### config.mk
export PLATFORM = sky130hd
export DESIGN_NAME = alu_share_arbiter_flat
export DESIGN_NICKNAME = d
export VERILOG_FILES = /design/src/rtl/alu_share_if.sv /design/src/rtl/alu_share_arbiter.sv /design/src/flat_wrapper.sv
export SDC_FILE = /design/constraint.sdc
export NUM_CORES = 1
export LEC_CHECK = 0
export ABC_AREA = 0
export CAP_MARGIN = 20
export CORE_MARGIN = 4
export CORE_UTILIZATION = 38
export DETAILED_ROUTE_END_ITERATION = 7
export MAX_ROUTING_LAYER = met4
export PLACE_DENSITY_LB_ADDON = 0.12
export SETUP_SLACK_MARGIN = 0.1
export SLEW_MARGIN = 5
export SYNTH_ARGS = -nofsm -noshare
export SYNTH_HDL_FRONTEND = slang
export SYNTH_SLANG_ARGS = --single-unit
### constraint.sdc
create_clock -name clk -period 1.9 [get_ports clk]
set_clock_uncertainty 0.05 [all_clocks]
set_input_delay 0.285 -clock clk [delete_from_list [all_inputs] [get_ports clk]]
set_output_delay 0.285 -clock clk [all_outputs]
set_load 0.05 [all_outputs]
### src/rtl/alu_share_if.sv
// Bundle between the two requesters, the shared ALU and the arbiter.
// slave: arbiter side. master: requesters plus the combinational ALU.
interface alu_share_if;
    logic       req0;
    logic       req1;
    logic       lock0;
    logic       lock1;
    logic [7:0] a0;
    logic [7:0] b0;
    logic [7:0] a1;
    logic [7:0] b1;
    logic [3:0] sel0;
    logic [3:0] sel1;
    logic       ack0;
    logic       ack1;
    logic [7:0] alu_a;
    logic [7:0] alu_b;
    logic [3:0] alu_sel;
    logic [7:0] alu_y;
    logic [3:0] alu_flag;
    logic [7:0] y_out;
    logic [3:0] flag_out;
    logic       valid_out;
    logic       owner;

    modport slave (
        input  req0, req1, lock0, lock1, a0, b0, a1, b1, sel0, sel1, alu_y, alu_flag,
        output ack0, ack1, alu_a, alu_b, alu_sel, y_out, flag_out, valid_out, owner
    );

    modport master (
        output req0, req1, lock0, lock1, a0, b0, a1, b1, sel0, sel1, alu_y, alu_flag,
        input  ack0, ack1, alu_a, alu_b, alu_sel, y_out, flag_out, valid_out, owner
    );
endinterface

### src/rtl/alu_share_arbiter.sv
// Round-robin arbiter with bounded lock that shares one 8-bit ALU between the
// execute path (port 0) and the address/branch-compare path (port 1).
// Grant in cycle N, ALU operands registered at N+1, result captured at N+2.
module alu_share_arbiter #(
    parameter int unsigned LOCK_MAX = 4
) (
    input logic       clk,
    input logic       rst,
    alu_share_if.slave bus
);
    localparam logic [3:0] CntMax = 4'(LOCK_MAX);

    logic       ptr_q, ptr_d;
    logic       last_owner_q, last_owner_d;
    logic       lock_hold_q, lock_hold_d;
    logic [3:0] cnt_q, cnt_d;

    logic       gnt_valid;
    logic       gnt_id;

    logic       s1_valid_q, s1_owner_q;
    logic [7:0] alu_a_q, alu_b_q;
    logic [3:0] alu_sel_q;

    logic [7:0] y_q;
    logic [3:0] flag_q;
    logic       valid_q, owner_q;

    // Grant decision; acks are forced low while rst is high.
    always_comb begin
        gnt_valid = 1'b0;
        gnt_id    = 1'b0;
        if (!rst) begin
            unique case ({bus.req1, bus.req0})
                2'b01: begin
                    gnt_valid = 1'b1;
                    gnt_id    = 1'b0;
                end
                2'b10: begin
                    gnt_valid = 1'b1;
                    gnt_id    = 1'b1;
                end
                2'b11: begin
                    gnt_valid = 1'b1;
                    // Once the lock budget is spent ptr points at the waiting port.
                    if (lock_hold_q && (cnt_q < CntMax)) begin
                        gnt_id = last_owner_q;
                    end else begin
                        gnt_id = ptr_q;
                    end
                end
                default: begin
                    gnt_valid = 1'b0;
                end
            endcase
        end
    end

    // Arbitration state next-state.
    always_comb begin
        ptr_d        = ptr_q;
        last_owner_d = last_owner_q;
        lock_hold_d  = lock_hold_q;
        cnt_d        = cnt_q;
        if (gnt_valid) begin
            ptr_d        = ~gnt_id;
            last_owner_d = gnt_id;
            lock_hold_d  = gnt_id ? bus.lock1 : bus.lock0;
            // cnt is nonzero exactly when the previous cycle produced a grant.
            if ((gnt_id == last_owner_q) && (cnt_q != 4'd0)) begin
                cnt_d = (cnt_q >= CntMax) ? CntMax : cnt_q + 4'd1;
            end else begin
                cnt_d = 4'd1;
            end
        end else if (!bus.req0 && !bus.req1) begin
            cnt_d       = 4'd0;
            lock_hold_d = 1'b0;
        end
    end

    // Arbitration state registers.
    always_ff @(posedge clk) begin
        if (rst) begin
            ptr_q        <= 1'b0;
            last_owner_q <= 1'b0;
            lock_hold_q  <= 1'b0;
            cnt_q        <= 4'd0;
        end else begin
            ptr_q        <= ptr_d;
            last_owner_q <= last_owner_d;
            lock_hold_q  <= lock_hold_d;
            cnt_q        <= cnt_d;
        end
    end

    // Issue stage: register the granted port's operands into the ALU.
    always_ff @(posedge clk) begin
        if (rst) begin
            s1_valid_q <= 1'b0;
            s1_owner_q <= 1'b0;
            alu_a_q    <= 8'd0;
            alu_b_q    <= 8'd0;
            alu_sel_q  <= 4'd0;
        end else begin
            s1_valid_q <= gnt_valid;
            if (gnt_valid) begin
                s1_owner_q <= gnt_id;
                alu_a_q    <= gnt_id ? bus.a1 : bus.a0;
                alu_b_q    <= gnt_id ? bus.b1 : bus.b0;
                alu_sel_q  <= gnt_id ? bus.sel1 : bus.sel0;
            end
        end
    end

    // Capture stage: latch ALU result and flags one cycle after issue.
    always_ff @(posedge clk) begin
        if (rst) begin
            y_q     <= 8'd0;
            flag_q  <= 4'd0;
            valid_q <= 1'b0;
            owner_q <= 1'b0;
        end else begin
            valid_q <= s1_valid_q;
            if (s1_valid_q) begin
                y_q     <= bus.alu_y;
                flag_q  <= bus.alu_flag;
                owner_q <= s1_owner_q;
            end
        end
    end

    assign bus.ack0      = gnt_valid & ~gnt_id;
    assign bus.ack1      = gnt_valid & gnt_id;
    assign bus.alu_a     = alu_a_q;
    assign bus.alu_b     = alu_b_q;
    assign bus.alu_sel   = alu_sel_q;
    assign bus.y_out     = y_q;
    assign bus.flag_out  = flag_q;
    assign bus.valid_out = valid_q;
    assign bus.owner     = owner_q;
endmodule

### src/flat_wrapper.sv
// flat-port wrapper written by rule: the top's interface ports become plain ports
module alu_share_arbiter_flat 
#(
    parameter int unsigned LOCK_MAX = 4
)
  (clk, rst, bus_req0, bus_req1, bus_lock0, bus_lock1, bus_a0, bus_b0, bus_a1, bus_b1, bus_sel0, bus_sel1, bus_alu_y, bus_alu_flag, bus_ack0, bus_ack1, bus_alu_a, bus_alu_b, bus_alu_sel, bus_y_out, bus_flag_out, bus_valid_out, bus_owner);
  alu_share_if bus_i ();
  input logic clk;
  input logic rst;
  input wire logic [$bits(bus_i.req0)-1:0] bus_req0;
  input wire logic [$bits(bus_i.req1)-1:0] bus_req1;
  input wire logic [$bits(bus_i.lock0)-1:0] bus_lock0;
  input wire logic [$bits(bus_i.lock1)-1:0] bus_lock1;
  input wire logic [$bits(bus_i.a0)-1:0] bus_a0;
  input wire logic [$bits(bus_i.b0)-1:0] bus_b0;
  input wire logic [$bits(bus_i.a1)-1:0] bus_a1;
  input wire logic [$bits(bus_i.b1)-1:0] bus_b1;
  input wire logic [$bits(bus_i.sel0)-1:0] bus_sel0;
  input wire logic [$bits(bus_i.sel1)-1:0] bus_sel1;
  input wire logic [$bits(bus_i.alu_y)-1:0] bus_alu_y;
  input wire logic [$bits(bus_i.alu_flag)-1:0] bus_alu_flag;
  output wire logic [$bits(bus_i.ack0)-1:0] bus_ack0;
  output wire logic [$bits(bus_i.ack1)-1:0] bus_ack1;
  output wire logic [$bits(bus_i.alu_a)-1:0] bus_alu_a;
  output wire logic [$bits(bus_i.alu_b)-1:0] bus_alu_b;
  output wire logic [$bits(bus_i.alu_sel)-1:0] bus_alu_sel;
  output wire logic [$bits(bus_i.y_out)-1:0] bus_y_out;
  output wire logic [$bits(bus_i.flag_out)-1:0] bus_flag_out;
  output wire logic [$bits(bus_i.valid_out)-1:0] bus_valid_out;
  output wire logic [$bits(bus_i.owner)-1:0] bus_owner;
  assign bus_i.req0 = bus_req0;
  assign bus_i.req1 = bus_req1;
  assign bus_i.lock0 = bus_lock0;
  assign bus_i.lock1 = bus_lock1;
  assign bus_i.a0 = bus_a0;
  assign bus_i.b0 = bus_b0;
  assign bus_i.a1 = bus_a1;
  assign bus_i.b1 = bus_b1;
  assign bus_i.sel0 = bus_sel0;
  assign bus_i.sel1 = bus_sel1;
  assign bus_i.alu_y = bus_alu_y;
  assign bus_i.alu_flag = bus_alu_flag;
  assign bus_ack0 = bus_i.ack0;
  assign bus_ack1 = bus_i.ack1;
  assign bus_alu_a = bus_i.alu_a;
  assign bus_alu_b = bus_i.alu_b;
  assign bus_alu_sel = bus_i.alu_sel;
  assign bus_y_out = bus_i.y_out;
  assign bus_flag_out = bus_i.flag_out;
  assign bus_valid_out = bus_i.valid_out;
  assign bus_owner = bus_i.owner;
  alu_share_arbiter #(.LOCK_MAX(LOCK_MAX)) u_core (.clk(clk), .rst(rst), .bus(bus_i));
endmodule
# ---- After elaboration in Yosys (flattened, before gate mapping)
# Index checks and enable logic that the tools add are counted.
dict set report totals {
  input_bits 58
  regBits 42
}
dict set report op_classes {
  n_mux 15
  n_eq_ne 4
  add_sub_neg 1
  reduce_logical 8
  n_bitwise 3
  order_cmp 2
}
# cell count
set ops {}
lappend ops {{2-to-1 mux 4 bit} 5}
lappend ops {{2-to-1 mux 8 bit} 2}
lappend ops {{2-to-1 mux 1 bit} 7}
lappend ops {{adder 4 x 1 -> 4 bit (second input constant)} 1}
lappend ops {{equality test 2 bit (second input constant)} 2}
lappend ops {{greater-or-equal comparator 4 x 3 -> 1 bit (second input constant)} 1}
lappend ops {{< comparator 4 x 3 -> 1 bit (second input constant)} 1}
lappend ops {{nonzero test 4 bit} 1}
lappend ops {{logical AND 1 bit} 3}
lappend ops {{OR reduction 3 bit} 1}
lappend ops {{AND 1 bit} 2}
lappend ops {{equality test 2 x 1 -> 1 bit (second input constant)} 1}
lappend ops {{logical NOT 1 bit} 2}
lappend ops {{case mux 1 bit (2 select lines)} 1}
lappend ops {{nonzero test 2 bit} 1}
lappend ops {{equality test 1 bit} 1}
lappend ops {{inverter 1 bit} 1}

# ---- Depth between registers and ports, before layout
# Gate-level depths: netlist (run 1).
dict set report depth {
  depth_word 9
  mapped_depth 6
  depth_no_buf 5
}

# ---- Worst setup path before layout (run 1)
# Ideal clock, no wire load.
dict set report synth_timing {
  path_type {flip-flop to output port}
  from {register u_core.cnt_q[2]}
  to {output bus_ack0}
  arrival_ps 2009
  path_buffers 0
  setup_slack_ps -444
  path_stages_with_launch 5
  cell_sequence {dfxtp_1 > or3b_1 > nand2_1 > a21oi_1 > nor3b_1}
}
dict set report synth_via {
  elab_chain_len 7
}
# element line
set synth_rtl {}
lappend synth_rtl {{start: declaration} alu_share_arbiter.sv:16} ;# logic [3:0] cnt_q, cnt_d;
lappend synth_rtl {{start signal: assignment} alu_share_arbiter.sv:92} ;# cnt_q <= cnt_d;
lappend synth_rtl {{< comparator 4 x 3 -> 1 bit} alu_share_arbiter.sv:46} ;# if (lock_hold_q && (cnt_q < CntMax)) begin
lappend synth_rtl {{logical AND 1 bit} alu_share_arbiter.sv:46}
lappend synth_rtl {{2-to-1 mux 1 bit} alu_share_arbiter.sv:46}
lappend synth_rtl {{case mux 1 bit (2 select lines)} alu_share_arbiter.sv:34} ;# unique case ({bus.req1, bus.req0})
lappend synth_rtl {{2-to-1 mux 1 bit} alu_share_arbiter.sv:33} ;# if (!rst) begin
lappend synth_rtl {{inverter 1 bit} alu_share_arbiter.sv:132} ;# assign bus.ack0 = gnt_valid & ~gnt_id;
lappend synth_rtl {{AND 1 bit} alu_share_arbiter.sv:132}
lappend synth_rtl {{end: declaration} flat_wrapper.sv:22} ;# output wire logic [$bits(bus_i.ack0)-1:0] bus_ack0;
# No other way between the ends.

# ---- Worst setup path in the final report (run 1)
dict set report layout_timing {
  from {register u_core.cnt_q[3]}
  to {output bus_ack0}
}
# Same word-level chain as after synthesis.

==> out/metrics.csv, run 1 <==
metric,value,unit
numPlacedInstances,326,
fmax,529,MHz
pre_cts_slack,0.0461,ns
drt-total-wl,4840,um
coreArea,0.00438,sq mm
track_usage,17.5,%
hold_path.class,reg2reg,
p_total,0.00225,W
r2r_slack,0.08,ns
htree_levels,2,
start_kind,register,
chipWidth,75.7,um
path_class,reg2out,
finalNonFillerCells,341,
port_buffers,93,
synth_cell_types,33,
crit_arrival,1.55,ns
p_per_area,736,mW/mm^2
seqPwrFrac,43.7,%
r2r-start,u_core.cnt_q[3],
drt_iter0_drc,63,
syn_inst,185,
p_leak,1.60,nW
swShare,32.6,%
syn_nets,245,
ys_dominant_reg_cell,dfxtp_1,
switchingPower,0.000733,W
overflow,0,
cap_violations,0,
rsz0062_at_grt,true,
drive_gt1_share,14.9,%
clk_latency,0.29,ns
rows,24,
required,1.56,ns
nFillCells,341,
min_from,u_core.bus.alu_b[1],
ys_ff_latch,42,
timing.final.ws_setup,0.0106,ns
internal_power,0.00152,W
cts_made_buffers,5,
critPathCapture,bus_ack0,
synth_edf_count,0,
viasPerCell,5.01,
antenna_cells,0,
ioPinCount,94,
cts.clk_slew.worst_paths,0.08,ns
dp_hpwl,3450,um
initial_utilization,39.7,%
tns,0,ns
grt_pass1_wl,7420,um
syn_area_per_cell,9.40,sq um
cts_tree,built,
nets,348,
worstReg2RegEnd,u_core.bus.alu_a[0],
clock-sinks,42,
antenna_found_initial,0,
area_growth,75.8,%
reg2reg_depth,7,
clockRootBuffer,clkbuf_8,
clockBufferDepth,2,
combPwrFrac,30.4,%
synthesis.area,0.00174,sq mm
tightest_slew,0.522,ns
fp.dieH,75.7,um
synth.largest_area_cell,dfxtp_1,
synth_top_area_share,48.3,%
irDropWorstVdd,0.420,mV
endpoint_kind,primary output,
synthTopCellsByArea,"dfxtp_1, a221o_1, mux2i_1, a21oi_1, nand2_1",
place.gp.congestion,0.919,
final-max-slew-violation-count,0,
pwr-share-clk,25.9,%
grt_max_degree,24,
grt_pass1_vias,1678,
slew_headroom,65.1,%
yosys_warnings,0,
critical_path_peak_fanout,2,
startpoint,u_core.cnt_q[3],
dieArea,0.00572,sq mm
drc_errors,0,
num_vias,1707,
setup_violations,0,
status,finished clean,
ys_async_sr_fraction,0,%
min_period_over_period,99.4,%
ant_nets,0,
fin_crit,1.89,ns
wl_per_cell,14.2,um
ys_seq_area_share,48.3,%
hold_violations,0,
firstDrtPassIters,4,
## flip-flops by register name, summed over array words and instances, names as in the netlist
name and cells:
u_core.bus.alu_a 8, u_core.bus.alu_b 8, u_core.bus.alu_sel 4, u_core.bus.flag_out 4, u_core.bus.owner 1, u_core.bus.valid_out 1, u_core.bus.y_out 8, u_core.cnt_q 4
u_core.lock_hold_q 1, u_core.ptr_q 1, u_core.s1_owner_q 1, u_core.s1_valid_q 1
## worst min path at each step
| stage | end | slack (ns) | cells past startpoint |
|---|---|---|---|
| 6_report | u_core.bus.alu_b[1] | 0.44 | 1 |
| 3_3_place_gp | u_core.bus.alu_a[4] | 0.42 | 1 |
| 2_1_floorplan | u_core.lock_hold_q | 0.37 | 2 |
| 4_1_cts | u_core.bus.alu_b[1] | 0.44 | 1 |
| 3_5_place_dp | u_core.bus.alu_a[3] | 0.42 | 1 |
| 5_1_grt | u_core.bus.alu_sel[0] | 0.45 | 1 |
## synth_stat cells (2+ instances only)
cell,count
a211oi_1,2
a21oi_1,24
a221o_1,20
buf_2,3
buf_6,2
clkbuf_1,10
dfxtp_1,42
ha_1,2
inv_1,5
mux2i_1,13
nand2_1,23
nor2_1,15
nor3_1,2
o21ai_0,3
## cells in the final DEF, fill, tap and decap left out, types with 2 or more instances in the layout
master | Yosys | final
buf_4 | 0 | 14
a221o_1 | 20 | 20
clkbuf_8 | 0 | 5
buf_12 | 0 | 4
inv_1 | 5 | 5
buf_6 | 2 | 2
nand2_1 | 23 | 22
o21ai_0 | 3 | 3
a211oi_1 | 2 | 2
nor3b_4 | 0 | 2
nor2_1 | 15 | 15
mux2i_1 | 13 | 13
clkdlybuf4s50_1 | 0 | 60
a21oi_1 | 24 | 23
clkinvlp_4 | 0 | 2
dlygate4sd2_1 | 0 | 5
dlymetal6s2s_1 | 0 | 26
ha_1 | 2 | 2
dfxtp_1 | 42 | 39
dfxtp_4 | 0 | 3
## power by group through the flow
| stage | clock network (W) | logic (W) | registers [W] |
|---|---|---|---|
| floorplan | 0 | 0.000181 | 0.00120 |
| global placement | 0 | 0.000668 | 0.00101 |
| detailed placement | 0 | 0.000674 | 0.00101 |
| CTS | 0.000601 | 0.000681 | 0.000986 |
| global route | 0.000629 | 0.000724 | 0.000993 |
| finish | 0.000582 | 0.000685 | 0.000984 |
## critical path: stages, from the launching register on
cell and delay [ns]:
dfxtp_4 0.35, or3b_4 0.41, nand2_2 0.08, a21oi_2 0.06, nor3b_4 0.20, buf_12 0.16
## layout make-up
cell class	instances	area (sq um)	area share (%)
Timing Repair Buffer	111	1180	38.5
Tap cell	52	65.1	2.13
Sequential cell	42	852	27.9
Clock buffer	5	68.8	2.25
Inverter	6	22.5	0.736
Multi-Input combinational cell	122	848	27.7
Clock inverter	3	23.8	0.777
## timing repair
action / CTS / global route
gates cloned: 0 / 0
setup endpoints to repair: 7 / 46
pin swaps: 4 / 6
setup buffers: 5 / 2
hold buffers: 0 / 0
resized for setup: 12 / 32
## metal layers
layer	global-route usage, %	vias to the layer above	share of wire (%)
met4	5.83	0	0.76
met5	-	-	0
li1	-	874	-
met1	20.7	777	43
met2	29.3	51	49
met3	3.69	5	6.8
## cells by family (layout without fill, tap and decap cells)
logic type	count (synthesis)	count (layout)	share of synthesized area [%]
mux	13	13	7.48
simple gates	50	50	13.3
flops	42	42	48.3
fa+ha+maj	2	2	1.44
buf+inv	21	125	5.61
compound gates	56	56	23.6
other cells	1	1	0.216
## through the flow
step | cell area [sq um] | utilization, % | hold slack [ns]
2_1_floorplan | 1750 | - | 0.368
3_3_place_gp | 2800 | 64.0 | 0.417
3_5_place_dp | 2800 | 64.0 | 0.422
4_1_cts | 2940 | 67.2 | 0.444
5_1_grt | 3060 | 69.7 | 0.448
6_report | 3060 | 69.7 | 0.437
No activity file was read; power rests on OpenSTA's default activity.
==> run 2: changes to the inputs <==
--- a/config.mk
+++ b/config.mk
@@ -7,8 +7,8 @@
 export LEC_CHECK = 0
 export ABC_AREA = 0
 export CAP_MARGIN = 20
-export CORE_MARGIN = 4
-export CORE_UTILIZATION = 38
+export CORE_MARGIN = 2
+export CORE_UTILIZATION = 35
 export DETAILED_ROUTE_END_ITERATION = 7
 export MAX_ROUTING_LAYER = met4
 export PLACE_DENSITY_LB_ADDON = 0.12
==> constraint.sdc (replaced) <==
create_clock -name clk -period 1.6 [get_ports clk]
set_clock_uncertainty 0.05 [all_clocks]
set_input_delay 0.24 -clock clk [delete_from_list [all_inputs] [get_ports clk]]
set_output_delay 0.24 -clock clk [all_outputs]
set_load 0.05 [all_outputs]
==> run 2 against run 1 <==
  * The flow now finishes with violations (setup timing)
  * Sequential power grew 20%
  * First-iteration DRC count increased by 17%
  * Combinational power grew 17%
  * Via count rose by 2.8%
  * Register-to-register slack lost 0.22 ns
  * Largest cell class unchanged
  * Highest routed layer unchanged
==> out/metrics.csv, run 2 (same netlist as run 1, synthesis figures left out) <==
metric,value,unit,change
cpLargestDelayFamily,simple AND/OR/NAND/NOR gates,,unchanged
cts_made_buffers,5,,unchanged
start_kind,register,,unchanged
layout_common_cells,"clkdlybuf4s50_1, buf_4, dfxtp_1, nand2_1, a21oi_1",,"was clkdlybuf4s50_1, dfxtp_1, dlymetal6s2s_1, a21oi_1, nand2_1"
hold_path.class,in2reg,,was reg2reg
p_leak,1.27,nW,was 1.60 nW
wl_per_cell,13.3,um,was 14.2 um
chipWidth,74.5,um,was 75.7 um
holdBufCountCts,0,,unchanged
nets,351,,was 348
clk_latency,0.30,ns,was 0.29 ns
path_class,reg2out,,unchanged
drt-total-wl,4770,um,was 4840 um
r2r-start,u_core.cnt_q[3],,unchanged
cts_tree,built,,unchanged
port_buffers,93,,unchanged
rsz0062_at_grt,true,,unchanged
cts.clk_slew.worst_paths,0.08,ns,about the same
final-max-slew-violation-count,0,,unchanged
dp_hpwl,3400,um,was 3450 um
min_from,bus_lock0,,was u_core.bus.alu_b[1]
cap_violations,0,,unchanged
fin_crit,1.87,ns,
ant_nets,0,,unchanged
critical_path_peak_fanout,4,,was 2
endpoint_kind,primary output,,unchanged
clockBufferDepth,2,,unchanged
r2r_slack,-0.14,ns,was 0.08 ns
coreArea,0.00475,sq mm,was 0.00438 sq mm
worstPathCellList,or3b_4 > nand2_4 > a21oi_4 > nor3b_4 > buf_12,,was or3b_4 > nand2_2 > a21oi_2 > nor3b_4 > buf_12
p_per_area,954,mW/mm^2,was 736 mW/mm^2
antenna_found_initial,0,,unchanged
place.gp.congestion,0.754,,was 0.919
grt_pass1_vias,1657,,was 1678
holdPathEnd,u_core.lock_hold_q,,was u_core.bus.alu_b[1]
antenna_cells,0,,unchanged
overflow,0,,unchanged
clockRootBuffer,clkbuf_8,,unchanged
grt_max_degree,23,,was 24
cp.buffers_inverters,1,,unchanged
ioPinCount,94,,unchanged
cpPeakStageDelay,0.42,ns,was 0.41 ns
fmax,536,MHz,
hold_violations,0,,unchanged
firstDrtPassIters,4,,unchanged
required,1.31,ns,was 1.56 ns
min_period_over_period,117,%,
timing.final.ws_setup,-0.266,ns,was 0.0106 ns
crit_arrival,1.58,ns,was 1.55 ns
viasPerCell,4.89,,was 5.01
final_common_cell,clkdlybuf4s50_1,,unchanged
num_vias,1754,,was 1707
drt_iter0_drc,74,,was 63
htree_levels,2,,unchanged
grt_pass1_wl,7580,um,was 7420 um
violations,setup timing,,
reg2reg_depth,6,,was 7
irDropWorstVdd,0.540,mV,was 0.420 mV
tns,-1.74,ns,was 0 ns
initial_utilization,36.6,%,was 39.7%
drc_errors,0,,unchanged
area_growth,70.9,%,was 75.8%
startpoint,u_core.cnt_q[2],,was u_core.cnt_q[3]
finalNonFillerCells,359,,was 341
crit_slowest_cell,or3b_4,,unchanged
fp.dieH,74.5,um,was 75.7 um
nFillCells,428,,was 341
rows,25,,was 24
dieArea,0.00555,sq mm,was 0.00572 sq mm
hold_depth,3,,was 1
clock-sinks,42,,unchanged
worstReg2RegEnd,u_core.bus.alu_b[7],,was u_core.bus.alu_a[0]
track_usage,18.4,%,was 17.5%
numPlacedInstances,347,,was 326
status,"finished, violations left",,was finished clean
setup_violations,12,,was 0
drive_gt1_share,27.4,%,was 14.9%
## run 2: cell types whose count changed in the layout (fill, tap and decap cells not counted), sizes merged
cell and change:
buf +36, dlymetal6s2s -26, dlygate4sd2 -5, clkdlybuf4s50 -3, and2 +1, bufinv +1, inv -1
## run 2: how the worst max path moves through the flow
stage                     slack [ns]                  end  cells after the start
after floorplan                -0.05             bus_ack0                      4
after global placement         -0.19  u_core.bus.alu_a[6]                      5
after detailed placement       -0.20  u_core.bus.alu_b[6]                      5
after CTS                      -0.25             bus_ack0                      5
after global routing           -0.33             bus_ack0                      5
final                          -0.27             bus_ack0                      5
## run 2: final cells by class
type / instances / area (sq um) / area share (%)
multi-input cells: 123 / 851 / 28.6
well taps: 67 / 83.8 / 2.82
clock buffers: 5 / 68.8 / 2.31
clock inverters: 3 / 45.0 / 1.52
flip-flops and latches: 42 / 845 / 28.4
repair buffers: 113 / 1060 / 35.6
inverters: 6 / 22.5 / 0.758
## run 2: worst register-to-register path: cells and delay by family, from the launching register on
kind,cells,cell delay (ns)
buf+inv,2,0.30
simple gates,2,0.43
compound gates,2,0.52
flops,1,0.34
## run 2: timing repair
action | CTS | global route
pin swaps | 2 | 2
setup buffers | 2 | 1
resized for setup | 3 | 6
gates cloned | 1 | 0
endpoints found under the setup margin | 11 | 25
## run 2: report_power, final
part | leakage, nW | total [W] | internal [W] | switching [W]
combinational | 0.875 | 0.000803 | 0.000361 | 0.000443
sequential | 0.349 | 0.00118 | 0.00113 | 0.0000532
clock | 0.0504 | 0.000850 | 0.000464 | 0.000386
## run 2: routing by layer
layer	vias to the layer above	wire (um)	GRT usage, %
met4	0	57	5.36
met2	62	2160	27.0
met1	801	2200	24.3
li1	884	-	-
met5	-	0	-
met3	7	345	5.96
## run 2: stage by stage
step                      hold slack [ns]  utilization (%)  cell area [sq um]  worst slack [ns]  total power (W)
after CTS                           0.424             61.9               2940            -0.251          0.00285
after global routing                0.408             62.5               2970            -0.327          0.00297
after floorplan                     0.323                -               1760           -0.0509          0.00165
after detailed placement            0.419             58.9               2800            -0.195          0.00199
final                               0.421             62.5               2970            -0.266          0.00283
after global placement              0.424             58.9               2800            -0.188          0.00199
==> run 3: changes to the inputs <==
--- a/config.mk
+++ b/config.mk
@@ -13,6 +13,7 @@
 export MAX_ROUTING_LAYER = met4
 export PLACE_DENSITY_LB_ADDON = 0.12
 export SETUP_SLACK_MARGIN = 0.1
+export SKIP_LAST_GASP = 1
 export SLEW_MARGIN = 5
 export SYNTH_ARGS = -nofsm -noshare
 export SYNTH_HDL_FRONTEND = slang
==> results of run 3 <==
No change in the layout: final DEF, timing and power equal those of run 2.
Main changes from that run: number of gates resized after CTS 3 -> 2; wire length of the first global-routing pass 7580 um -> 7560 um; via count of the first global-routing pass 1657 -> 1656; met2 usage 27.0% -> 26.9%
